## src/rtl/alu_seq_pkg.sv

```systemverilog
// Shared types and constants for the sequential ALU.
// Op codes, FSM states, flag bundle and the seven-segment table.
package alu_seq_pkg;

  typedef enum logic [3:0] {
    OP_ADD = 4'd0,
    OP_SUB = 4'd1,
    OP_NOT = 4'd2,
    OP_AND = 4'd3,
    OP_OR  = 4'd4,
    OP_XOR = 4'd5,
    OP_SLT = 4'd6,
    OP_EQ  = 4'd7,
    OP_MUL = 4'd8,
    OP_SLL = 4'd9,
    OP_SRL = 4'd10,
    OP_SRA = 4'd11
  } op_e;

  typedef enum logic [1:0] {
    S_IDLE,
    S_BUSY,
    S_DONE
  } state_e;

  typedef struct packed {
    logic zero;
    logic carry;
    logic overflow;
    logic compare_out;
    logic err;
  } flags_t;

  // Active-low {g,f,e,d,c,b,a} patterns for hex 0-F
  localparam logic [6:0] SEG7_N [16] = '{
    7'h40, 7'h79, 7'h24, 7'h30,
    7'h19, 7'h12, 7'h02, 7'h78,
    7'h00, 7'h10, 7'h08, 7'h03,
    7'h46, 7'h21, 7'h06, 7'h0E
  };

  localparam logic [6:0] SEG7_BLANK_N = 7'h7F;

endpackage

```

## src/rtl/hex_seg7.sv

```systemverilog
// Hex nibble to seven-segment decoder.
// Polarity selectable so boards with either drive sense can reuse it.
module hex_seg7
  import alu_seq_pkg::*;
#(
  parameter bit SEG_ACTIVE_LOW = 1'b1
) (
  input  logic [3:0] hex,
  output logic [6:0] seg
);

  assign seg = SEG_ACTIVE_LOW ? SEG7_N[hex] : ~SEG7_N[hex];

endmodule

```

## src/rtl/alu_seq.sv

```systemverilog
// Handshaked ALU with iterative multiply and registered hex display.
// One op in flight; result and flags hold until the consumer takes them.
module alu_seq
  import alu_seq_pkg::*;
#(
  parameter int unsigned WIDTH          = 8,
  parameter bit          SEG_ACTIVE_LOW = 1'b1
) (
  input  logic             clk,
  input  logic             rst,
  input  logic             in_valid,
  output logic             in_ready,
  input  logic [3:0]       op,
  input  logic [WIDTH-1:0] a,
  input  logic [WIDTH-1:0] b,
  output logic             out_valid,
  input  logic             out_ready,
  output logic [WIDTH-1:0] result,
  output logic             zero,
  output logic             carry,
  output logic             overflow,
  output logic             compare_out,
  output logic             err,
  output logic [6:0]       seg0,
  output logic [6:0]       seg1
);

  localparam int SHW = $clog2(WIDTH);
  localparam int CW  = SHW + 1;
  localparam logic [6:0] SEG_BLANK =
    SEG_ACTIVE_LOW ? SEG7_BLANK_N : ~SEG7_BLANK_N;

  state_e state_q, state_d;

  logic [2*WIDTH-1:0] mcand_q, acc_q, acc_nx;
  logic [WIDTH-1:0]   mplr_q;
  logic [CW-1:0]      cnt_q;

  logic [WIDTH-1:0] res_q, alu_res, mul_res, new_res;
  flags_t           flg_q, alu_flg, mul_flg, new_flg;
  logic [6:0]       seg0_q, seg1_q, seg0_nx, seg1_nx;
  logic [3:0]       nib1;

  logic start_mul, load_res, sel_mul;
  logic [WIDTH:0]   sum, diff;
  logic [SHW-1:0]   shamt;
  logic             slt, eq;

  assign sum   = {1'b0, a} + {1'b0, b};
  assign diff  = {1'b0, a} - {1'b0, b};
  assign shamt = b[SHW-1:0];
  assign slt   = $signed(a) < $signed(b);
  assign eq    = a == b;

  always_comb begin
    alu_res = '0;
    alu_flg = '0;
    case (op)
      OP_ADD: begin
        alu_res          = sum[WIDTH-1:0];
        alu_flg.carry    = sum[WIDTH];
        alu_flg.overflow = (a[WIDTH-1] == b[WIDTH-1]) &&
                           (sum[WIDTH-1] != a[WIDTH-1]);
      end
      OP_SUB: begin
        alu_res          = diff[WIDTH-1:0];
        alu_flg.carry    = diff[WIDTH];
        alu_flg.overflow = (a[WIDTH-1] != b[WIDTH-1]) &&
                           (diff[WIDTH-1] != a[WIDTH-1]);
      end
      OP_NOT: alu_res = ~a;
      OP_AND: alu_res = a & b;
      OP_OR:  alu_res = a | b;
      OP_XOR: alu_res = a ^ b;
      OP_SLT: begin
        alu_res[0]          = slt;
        alu_flg.compare_out = slt;
      end
      OP_EQ: begin
        alu_res[0]          = eq;
        alu_flg.compare_out = eq;
      end
      OP_MUL: alu_res = '0;
      OP_SLL: alu_res = a << shamt;
      OP_SRL: alu_res = a >> shamt;
      OP_SRA: alu_res = $signed(a) >>> shamt;
      default: alu_flg.err = 1'b1;
    endcase
    alu_flg.zero = alu_res == '0;
  end

  // One multiplier bit retired per BUSY cycle
  assign acc_nx  = acc_q + (mplr_q[0] ? mcand_q : '0);
  assign mul_res = acc_nx[WIDTH-1:0];

  always_comb begin
    mul_flg       = '0;
    mul_flg.carry = |acc_nx[2*WIDTH-1:WIDTH];
    mul_flg.zero  = mul_res == '0;
  end

  always_comb begin
    state_d   = state_q;
    start_mul = 1'b0;
    load_res  = 1'b0;
    sel_mul   = 1'b0;
    unique case (state_q)
      S_IDLE: begin
        if (in_valid) begin
          if (op == OP_MUL) begin
            state_d   = S_BUSY;
            start_mul = 1'b1;
          end else begin
            state_d  = S_DONE;
            load_res = 1'b1;
          end
        end
      end
      S_BUSY: begin
        if (cnt_q == CW'(1)) begin
          state_d  = S_DONE;
          load_res = 1'b1;
          sel_mul  = 1'b1;
        end
      end
      S_DONE: begin
        if (out_ready) state_d = S_IDLE;
      end
      default: state_d = S_IDLE;
    endcase
  end

  assign new_res = sel_mul ? mul_res : alu_res;
  assign new_flg = sel_mul ? mul_flg : alu_flg;

  generate
    if (WIDTH >= 8) begin : g_nib1
      assign nib1 = new_res[7:4];
    end else begin : g_nib1_zero
      assign nib1 = 4'h0;
    end
  endgenerate

  hex_seg7 #(
    .SEG_ACTIVE_LOW(SEG_ACTIVE_LOW)
  ) u_seg0 (
    .hex(new_res[3:0]),
    .seg(seg0_nx)
  );

  hex_seg7 #(
    .SEG_ACTIVE_LOW(SEG_ACTIVE_LOW)
  ) u_seg1 (
    .hex(nib1),
    .seg(seg1_nx)
  );

  always_ff @(posedge clk or posedge rst) begin
    if (rst) begin
      state_q <= S_IDLE;
      mcand_q <= '0;
      acc_q   <= '0;
      mplr_q  <= '0;
      cnt_q   <= '0;
      res_q   <= '0;
      flg_q   <= '0;
      seg0_q  <= SEG_BLANK;
      seg1_q  <= SEG_BLANK;
    end else begin
      state_q <= state_d;
      if (start_mul) begin
        mcand_q <= {{WIDTH{1'b0}}, a};
        mplr_q  <= b;
        acc_q   <= '0;
        cnt_q   <= CW'(WIDTH);
      end else if (state_q == S_BUSY) begin
        acc_q   <= acc_nx;
        mcand_q <= mcand_q << 1;
        mplr_q  <= mplr_q >> 1;
        cnt_q   <= cnt_q - CW'(1);
      end
      if (load_res) begin
        res_q  <= new_res;
        flg_q  <= new_flg;
        seg0_q <= seg0_nx;
        seg1_q <= seg1_nx;
      end
    end
  end

  assign in_ready    = (state_q == S_IDLE) && !rst;
  assign out_valid   = state_q == S_DONE;
  assign result      = res_q;
  assign zero        = flg_q.zero;
  assign carry       = flg_q.carry;
  assign overflow    = flg_q.overflow;
  assign compare_out = flg_q.compare_out;
  assign err         = flg_q.err;
  assign seg0        = seg0_q;
  assign seg1        = seg1_q;

endmodule

```

## config.mk

```make
export PLATFORM = sky130hd
export DESIGN_NAME = alu_seq
export DESIGN_NICKNAME = d
export VERILOG_FILES = /design/src/rtl/alu_seq_pkg.sv /design/src/rtl/hex_seg7.sv /design/src/rtl/alu_seq.sv
export SDC_FILE = /design/constraint.sdc
export NUM_CORES = 1
export LEC_CHECK = 0
export ABC_AREA = 1
export CAP_MARGIN = 20
export CORE_MARGIN = 2
export CORE_UTILIZATION = 60
export CTS_CLUSTER_SIZE = 10
export DETAILED_ROUTE_END_ITERATION = 16
export DONT_BUFFER_PORTS = 1
export PLACE_DENSITY = 0.76
export SLEW_MARGIN = 20
export SYNTH_ARGS = -nofsm -noshare
export SYNTH_HDL_FRONTEND = slang
export SYNTH_SLANG_ARGS = --single-unit
```

## constraint.sdc

```tcl
create_clock -name clk -period 4.9 [get_ports clk]
set_input_delay 0.735 -clock clk [delete_from_list [all_inputs] [get_ports clk]]
set_output_delay 0.735 -clock clk [all_outputs]
set_load 0.01 [all_outputs]
```

==> results.md, run 1 <==
Critical path:
- Data on the critical path arrives at its endpoint at 3.52 ns.
- The capturing element type of the critical path is a register.
- At the worst endpoint, the required time is about 5.2 ns.
- The most critical setup path has its startpoint at mplr_q[0].
- The largest stage delay on the critical path is about 0.69 ns.
- The register-to-register path setup slack is between 1.5 and 2 ns.
- The startpoint identified for the worst register-to-register timing path is mplr_q[0].
- The critical path in this run is classified as register to register.
- The slowest stage cell on the critical path is sky130_fd_sc_hd__dfrtp_1.
- The signal on the critical path passes through nand2_1, inv_1, ha_1, fa_1, a21oi_1, o21ai_0, xor2_1, nor2_1, o21bai_4, ha_1, inv_1, nand3_1, o21ai_0, nand2_1, nand2_1.
- The endpoint identified for the worst register-to-register timing path is seg1[2].
- Of all nets on the critical path, the largest fanout is 17.
- The number of cell instances on the worst register-to-register path is 15.
- The most numerous cell type found on the critical path is sky130_fd_sc_hd__nand2_1.
- The worst setup path is launched from a register.
- The buffering stage count on the worst path with inverters included is 2.
- The cell family contributing the most delay on the critical path is compound AO/OA/AOI/OAI gates.

Final layout:
- The most frequent standard cell in the layout excluding fill and tap cells is sky130_fd_sc_hd__nand2_1.
- The final net count is just over 1k.
- Relative to the synthesized area, the layout overhead comes to 3.789%.
- In the final layout, the share of cells above drive strength 1 is about 8.4%.
- The count of inserted antenna diode cells is 0.
- The top cell types in the final layout, fill and taps aside, are 316 x sky130_fd_sc_hd__nand2_1, 111 x sky130_fd_sc_hd__nand3_1, 96 x sky130_fd_sc_hd__inv_1.
- Summing all non-filler instances in the final layout gives an area of 0.006683 sq mm.
- The layout has around 1.0k filler cells.

Synth:
- The synthesized-area fraction occupied by xor and xnor cells is between 1.5 and 2%.
- The library cell occupying the most area in the post-synthesis netlist is sky130_fd_sc_hd__dfrtp_1.
- Summing the areas of all and, or, nand and nor instances in the mapped netlist gives between 30% and 40% of the synthesized area.
- In the post-synthesis netlist, the biggest area contributors are sky130_fd_sc_hd__dfrtp_1 23%, sky130_fd_sc_hd__nand2_1 18%, sky130_fd_sc_hd__ha_1 10%, sky130_fd_sc_hd__nand3_1 8.6%, sky130_fd_sc_hd__dfstp_2 5.7%.
- Yosys printed 0 warnings.
- The sequential element share of the synthesized area is around 29%.
- The synthesized netlist cell count is a little under 1k.
- The post-synthesis instance area is around 0.0064 sq mm.
- The area fraction in compound gates after synthesis is 11.52%.
- After Yosys synthesis, full adders, half adders and majority gates account for between 10% and 20% of the synthesized area.
- The synthesized netlist net count is around 1.0k.
- After synthesis, the largest family of logic cells by area is simple AND/OR/NAND/NOR gates.
- The register bit total from synthesis is 73.
- The share of cell area taken by muxes after synthesis is 0%.
- Of the post-synthesis cell area, the dominant cell type holds between 20% and 30%.
- The mean post-synth cell area is roughly 6.7 sq um.
- Counting distinct cell types in the post-synthesis netlist gives 51.

Clock network:
- The cell sitting at the root of the clock tree is a sky130_fd_sc_hd__clkbuf_8.
- The clock drives 73 sinks.
- Post-CTS timing repair inserted 0 buffers for setup.
- The H-tree depth is 3.
- The clock-pin slew on the worst setup and hold paths is 0.09 ns.
- The later pin in the worst-skew pair is clocked with a latency of 0.36 ns.
- After clock tree synthesis, the repair step resized 0 gates.
- Counting the buffers created by CTS gives 9.
- The maximum root-to-sink buffer count is 2.
- The clock tree from TritonCTS is built.
- Hold repair after CTS inserted 0 buffers.

Place:
- The placed cell area is 0.006499 sq mm.
- The routability congestion estimate is approximately 0.99.
- Input and output buffers added on the ports amount to 0.
- Before CTS, the worst setup slack after placement is 1.528 ns.
- Detailed placement finished with a half-perimeter wire length of approximately 14000 um.

Detailed routing:
- The count of antenna-violating nets left after detailed routing is 0.
- In the final routed layout, each cell accounts on average for between 15 and 20 um.
- The number of remaining DRC errors is 0.
- The total vias in the final route is between 6k and 7k.
- The starting DRC count in detailed routing is 535.
- The number of optimization iterations in the first detailed-route pass is 6.
- The routed design has 18250 um of wire.
- After detailed routing, the number of vias per cell comes to slightly below 6.

Pwr:
- Net switching is between 40 and 50% of the power.
- IR analysis of the VDD net gives a maximum drop of 0.2624 mV.
- The leakage power summed over all cells is approximately 0.0035 uW.
- The share of total power in combinational logic is around 44%.
- The internal power of the cells totals around 1500 uW.
- The areal power density over the cells is 411.3 mW/mm^2.
- The sequential share of power is about two fifths.
- Summed over all nets, the switching power comes to approximately 1300 uW.
- The share of power burned in the clock network is between 10% and 20%.

STA:
- The setup-violating endpoint count in the final report is 0.
- Derived from the worst setup path, the maximum achievable clock frequency is between 300 and 400 MHz.
- The worst-case setup margin in the final layout is around 1.7 ns.
- The worst max-slew margin expressed relative to the limit is between 50% and 60%.
- The routed design could run at a clock period as short as 3.219 ns.
- Summed over all failing endpoints, the final setup total negative slack is 0 ns.
- The number of hold violations in the final report came to 0.
- For the pin with the worst max-slew slack, the measured transition is about 0.65 ns.
- The count of pins over their slew limit is 0.
- The share of the clock period used by the worst path is 65.70%.
- Setup repair after global routing left no endpoint under its margin.
- The worst clock skew is approximately 0.012 ns.

Min path:
- The worst min-delay path class is primary input to async pin.

Die:
- The initial utilization of the core area, before any placement, comes to between 60% and 70%.
- In this run the standard cell core region covers 0.01037 sq mm.
- The floorplan step set the die width to approximately 110 um.
- The die area is approximately 0.012 sq mm.
- For this design the top-level I/O count stands at between 50 and 60.
- The die height is roughly 110 um.
- The row count is 37.

Job:
- Max-cap violations in this run came to 0.

Global routing:
- The number of global-route vias before repair was 6214.
- The initial antenna violation count was 0.
- Summed over all layers, the global routing overflow is 0.
- The largest net degree at the start of global routing is 49.
- The total global routing track utilization is around a third.
- The first-pass GRT wire length is around 30000 um.

Outcome:
- The run finished with clean final reports.
==> registers in the layout, indices dropped and copies added, names as in the netlist, 2 cells and up <==
signal / count
result: 8
cnt_q: 4
seg1: 7
mplr_q: 8
seg0: 7
mcand_q: 16
acc_q: 16
state_q: 2
==> through the flow <==
stage | total power [uW] | instances | util, % | hold WS (ns)
after CTS | 2740 | 1092 | 64.44 | 0.2872
final | 2748 | 1092 | 64.44 | 0.2902
after detailed placement | 2276 | 1076 | 62.67 | 0.4810
after global routing | 2984 | 1092 | 64.44 | 0.3237
after global placement | 2228 | 1076 | 62.67 | 0.4656
after floorplan | 1980 | 964 | - | 0.4529
==> worst max path at each step <==
stage | to | slack [ns] | cells after the start
4_1_cts | seg1[2] | 1.72 | 15
3_5_place_dp | seg0[0] | 1.53 | 19
3_3_place_gp | seg0[0] | 1.62 | 19
5_1_grt | seg0[0] | 1.41 | 19
6_report | seg1[2] | 1.68 | 15
2_1_floorplan | seg0[0] | 1.71 | 22
==> cells in the mapped netlist, drive strengths merged <==
cell,n
nand3,112
o211ai,10
ha,53
xor2,10
a21oi,26
fa,3
o31ai,1
a22o,1
nor2,85
o21ai,56
and2,1
o221ai,8
a22oi,1
or2,3
clkinv,1
nor3,9
clkbuf,12
nand3b,2
dfstp,14
xnor2,3
o2bb2ai,1
a21boi,2
o21a,1
o21bai,7
buf,15
a32o,1
nand2,330
a211oi,1
dfrtp,59
nor3b,1
o22ai,6
nand4,19
a41oi,1
inv,109
==> routing by layer <==
layer / GRT usage (%) / share of wire (%)
met1: 43.26 / 44
met2: 52.34 / 46
met3: 5.145 / 6.6
met4: 14.56 / 3.4
met5: 0 / 0
==> final cells by class <==
type                    count  area [sq um]  area share [%]
clock buffers               9         123.9           1.854
clock inverters             7         60.06          0.8987
inverters                 110         417.9           6.254
multi-input cells         754          4044           60.51
flip-flops and latches     73          1844           27.60
well taps                 136         170.2           2.546
repair buffers              3         22.52          0.3370
==> cell families after synthesis <==
family | Yosys count
buffers and inverters | 137
DFF | 73
adders and majority gates | 56
AOI/OAI and AO/OA | 123
xor gates and xnor gates | 13
and+or+nand+nor | 562
==> power groups by stage <==
stage | clock [uW] | sequential (uW) | combinational (uW)
2_1_floorplan | 0 | 1030 | 954
5_1_grt | 492 | 1110 | 1380
3_5_place_dp | 0 | 1090 | 1180
3_3_place_gp | 0 | 1080 | 1140
4_1_cts | 467 | 1080 | 1190
6_report | 459 | 1080 | 1210
(Power assumes the default switching activity.)
==> run 2: changes to the inputs <==
==> constraint.sdc (replaced) <==
create_clock -name clk -period 3.2 [get_ports clk]
set_input_delay 0.48 -clock clk [delete_from_list [all_inputs] [get_ports clk]]
set_output_delay 0.48 -clock clk [all_outputs]
set_load 0.01 [all_outputs]
==> results.md, run 2 (synthesis results as in run 1) <==
Outcome:
- The run finished with clean final reports.

Clock network:
- The maximum root-to-sink buffer count is 2 (unchanged).
- The number of hold buffers added after CTS is 0 (unchanged).
- The number of sinks handled by clock tree synthesis is 73 (unchanged).
- The clock tree from TritonCTS is built.
- The number of buffers added by the clock tree synthesis step is 9 (unchanged).
- The clock-pin slew on the worst setup and hold paths is 0.08 ns (about the same).
- The source-to-sink clock delay at the later pin of the worst-skew pair was 0.37 ns (about the same).
- The H-tree depth came to 3 (unchanged).
- Clock tree synthesis selected as its root buffer the cell sky130_fd_sc_hd__clkbuf_8.

STA:
- The share of the clock period used by the worst path is 92.04% (+26 points).
- The sum of negative setup slack was 0 ns (unchanged).
- The final critical path time including I/O delays and setup came to 2.945 ns (-0.2741 ns).
- The worst max-slew margin expressed relative to the limit was 53.42% (-3.1 points).
- The count of pins over their slew limit is 0 (unchanged).
- The worst-case setup margin in the final layout was 0.2548 ns (-1.426 ns).
- Setup repair after global routing left no endpoint under its margin.
- The final worst hold slack came to 0.09251 ns (-0.1977 ns).
- The setup-violating endpoint count in the final report came to 0 (unchanged).
- The number of hold violations in the final report is 0 (unchanged).
- The peak clock frequency supported by timing is 339.5 MHz (+9.3%).
- The worst clock skew was 0.01210 ns (+0.0004927 ns).
- The pin slew with the least headroom to its limit was 0.6976 ns (+0.04574 ns).

Global routing:
- The largest net degree at the start of global routing is 34 (-31%).
- The leftover overflow at the end of global routing was 0 (unchanged).
- The total global routing track utilization is 33.65% (+1.1 points).
- The initial antenna violation count is 0 (unchanged).
- The number of global-route vias before repair is 6138 (-1.2%).
- The first-pass GRT wire length is 30520 um (+2.4%).

Die:
- The initial standard-cell utilization of the core is 62.09% (unchanged).
- The die width was 107.6 um (unchanged).
- The row count was 37 (unchanged).
- The number of placed I/O pins came to 53 (unchanged).
- The die height is 107.6 um (unchanged).
- The die area came to 0.01158 sq mm (unchanged).
- The floorplan core area is 0.01037 sq mm (unchanged).

Critical path:
- The data arrival time at the worst-slack endpoint is 3.25 ns (-0.27 ns).
- Walking the worst path, the cells encountered are nand2_1, inv_1, ha_1, fa_1, a21oi_1, o21ai_1, xor2_1, buf_4, nor2_1, o21bai_4, ha_1, inv_1, nand3_1, o21ai_0, nand2_1, nand2_1.
- The worst setup path is of the register to register kind.
- The slowest stage of the critical path belongs to the cell sky130_fd_sc_hd__dfrtp_1.
- The biggest fanout along the worst timing path is 10 (-7).
- The largest stage delay on the critical path came to 0.49 ns (-0.20 ns).
- The worst setup path is launched from a register.
- The cell that appears most often on the critical path is sky130_fd_sc_hd__nand2_1.
- The data required time of the worst path was 3.50 ns (-1.70 ns).
- The worst setup path is captured at a register.

Detailed routing:
- The number of remaining DRC errors is 0 (unchanged).
- The detailed-routed wire length on met3 is 1420 um (+19%).
- The starting DRC count in detailed routing is 588 (+9.9%).
- The routed length per instance is 17.08 um (+2.2%).
- The wire length on met1 is 8069 um (-0.27%).
- The per-cell via count in the routed design came to 5.908 (+0.33%).
- The number of optimization iterations in the first detailed-route pass is 6 (unchanged).
- After detailed routing, no signal wire sits above met4.
- The count of antenna-violating nets left after detailed routing was 0 (unchanged).
- The length of routed met2 wiring was 8711 um (+4.4%).
- The sum of routed wire length over all layers is 18860 um (+3.3%).
- The total vias in the final route is 6522 (+1.4%).

Place:
- The placed cell area is 0.006601 sq mm (+1.6%).
- The placed wire-length estimate after detailed placement is 14580 um (+2.6%).
- The routability congestion estimate is 0.9658 (-2.8%).
- The count of port buffers added during placement is 0 (unchanged).
- The placement-stage worst setup slack is 0.2069 ns (-1.321 ns).

Final layout:
- The fill cell instance count of the final layout is 902 (-11%).
- The final non-filler cell area is 0.006818 sq mm (+2.0%).
- The share of layout cells above drive strength 1 came to 9.401% (+1.0 points).
- Leaving out fill and tap cells, the most frequent cell in the layout is sky130_fd_sc_hd__nand2_1.
- The layout overhead on the synthesized area is 5.888%.
- The final net count is 1044 (+1.3%).
- The count of inserted antenna diode cells is 0 (unchanged).
- The largest registers in the layout are acc_q x16, mcand_q x16.
- In the layout the commonest cells are 316 x sky130_fd_sc_hd__nand2_1, 111 x sky130_fd_sc_hd__nand3_1, 96 x sky130_fd_sc_hd__inv_1.

Pwr:
- The areal power density over the cells is 641.5 mW/mm^2 (+56%).
- The largest voltage drop on the vdd net was 0.5309 mV (+100%).
- The leakage power summed over all cells is 0.003550 uW (+2.6%).
- The post-route total power is 4374 uW (+59%).

Min path:
- The path class of the tightest hold or removal check is primary input to async pin.

Job:
- The number of maximum-capacitance violations is 0 (unchanged).
## run 2: worst paths after layout
path | from | endpoint | slack, ns | cells past startpoint
min | rst | mcand_q[13] | 0.09 | 1
max reg2reg | mplr_q[0] | seg1[2] | 0.25 | 16
max in group asynchronous | rst | cnt_q[1] | 2.32 | 2
max | mplr_q[0] | seg1[2] | 0.25 | 16
min in group clk | out_ready | state_q[1] | 0.19 | 1
min reg2reg | mcand_q[15] | mcand_q[15] | 0.49 | 2
## run 2: what timing repair did
| action | in CTS | in global routing |
|---|---|---|
| buffers inserted | 0 | 1 |
| gates resized for setup | 0 | 1 |
| endpoints found under the setup margin | 0 | 3 |
## run 2: report_power, final
group	switching (uW)	internal, uW	total, uW
clock	368	435	803
sequential	337	1330	1670
combinational	1210	686	1900
## run 2: through the flow
step           util [%]  instances
6_report          65.75       1104
5_1_grt           65.75       1104
4_1_cts           65.67       1103
3_5_place_dp      63.66       1088
3_3_place_gp      63.66       1088
2_1_floorplan         -        964
## run 2: cell type report
class / instances / area [sq um] / area share [%]
Multi-Input combinational cell: 754 / 4044 / 59.31
Tap cell: 136 / 170.2 / 2.496
Inverter: 110 / 417.9 / 6.130
Clock inverter: 5 / 81.33 / 1.193
Sequential cell: 73 / 1844 / 27.05
Clock buffer: 10 / 127.6 / 1.872
Timing Repair Buffer: 16 / 132.6 / 1.945
## run 2: routing by layer
layer	GRT usage, %	vias up
met4	13.55	0
met5	0	-
met1	43.91	3038
met3	7.324	47
li1	-	3145
met2	54.18	292
## run 2: critical path, delay by kind of cell (launching register included)
family / cells / cell delay [ns]
fa+ha+maj: 3 / 0.87
compound gates: 4 / 0.69
flops: 1 / 0.49
simple gates: 5 / 0.36
buf+inv: 3 / 0.26
xor+xnor: 1 / 0.22
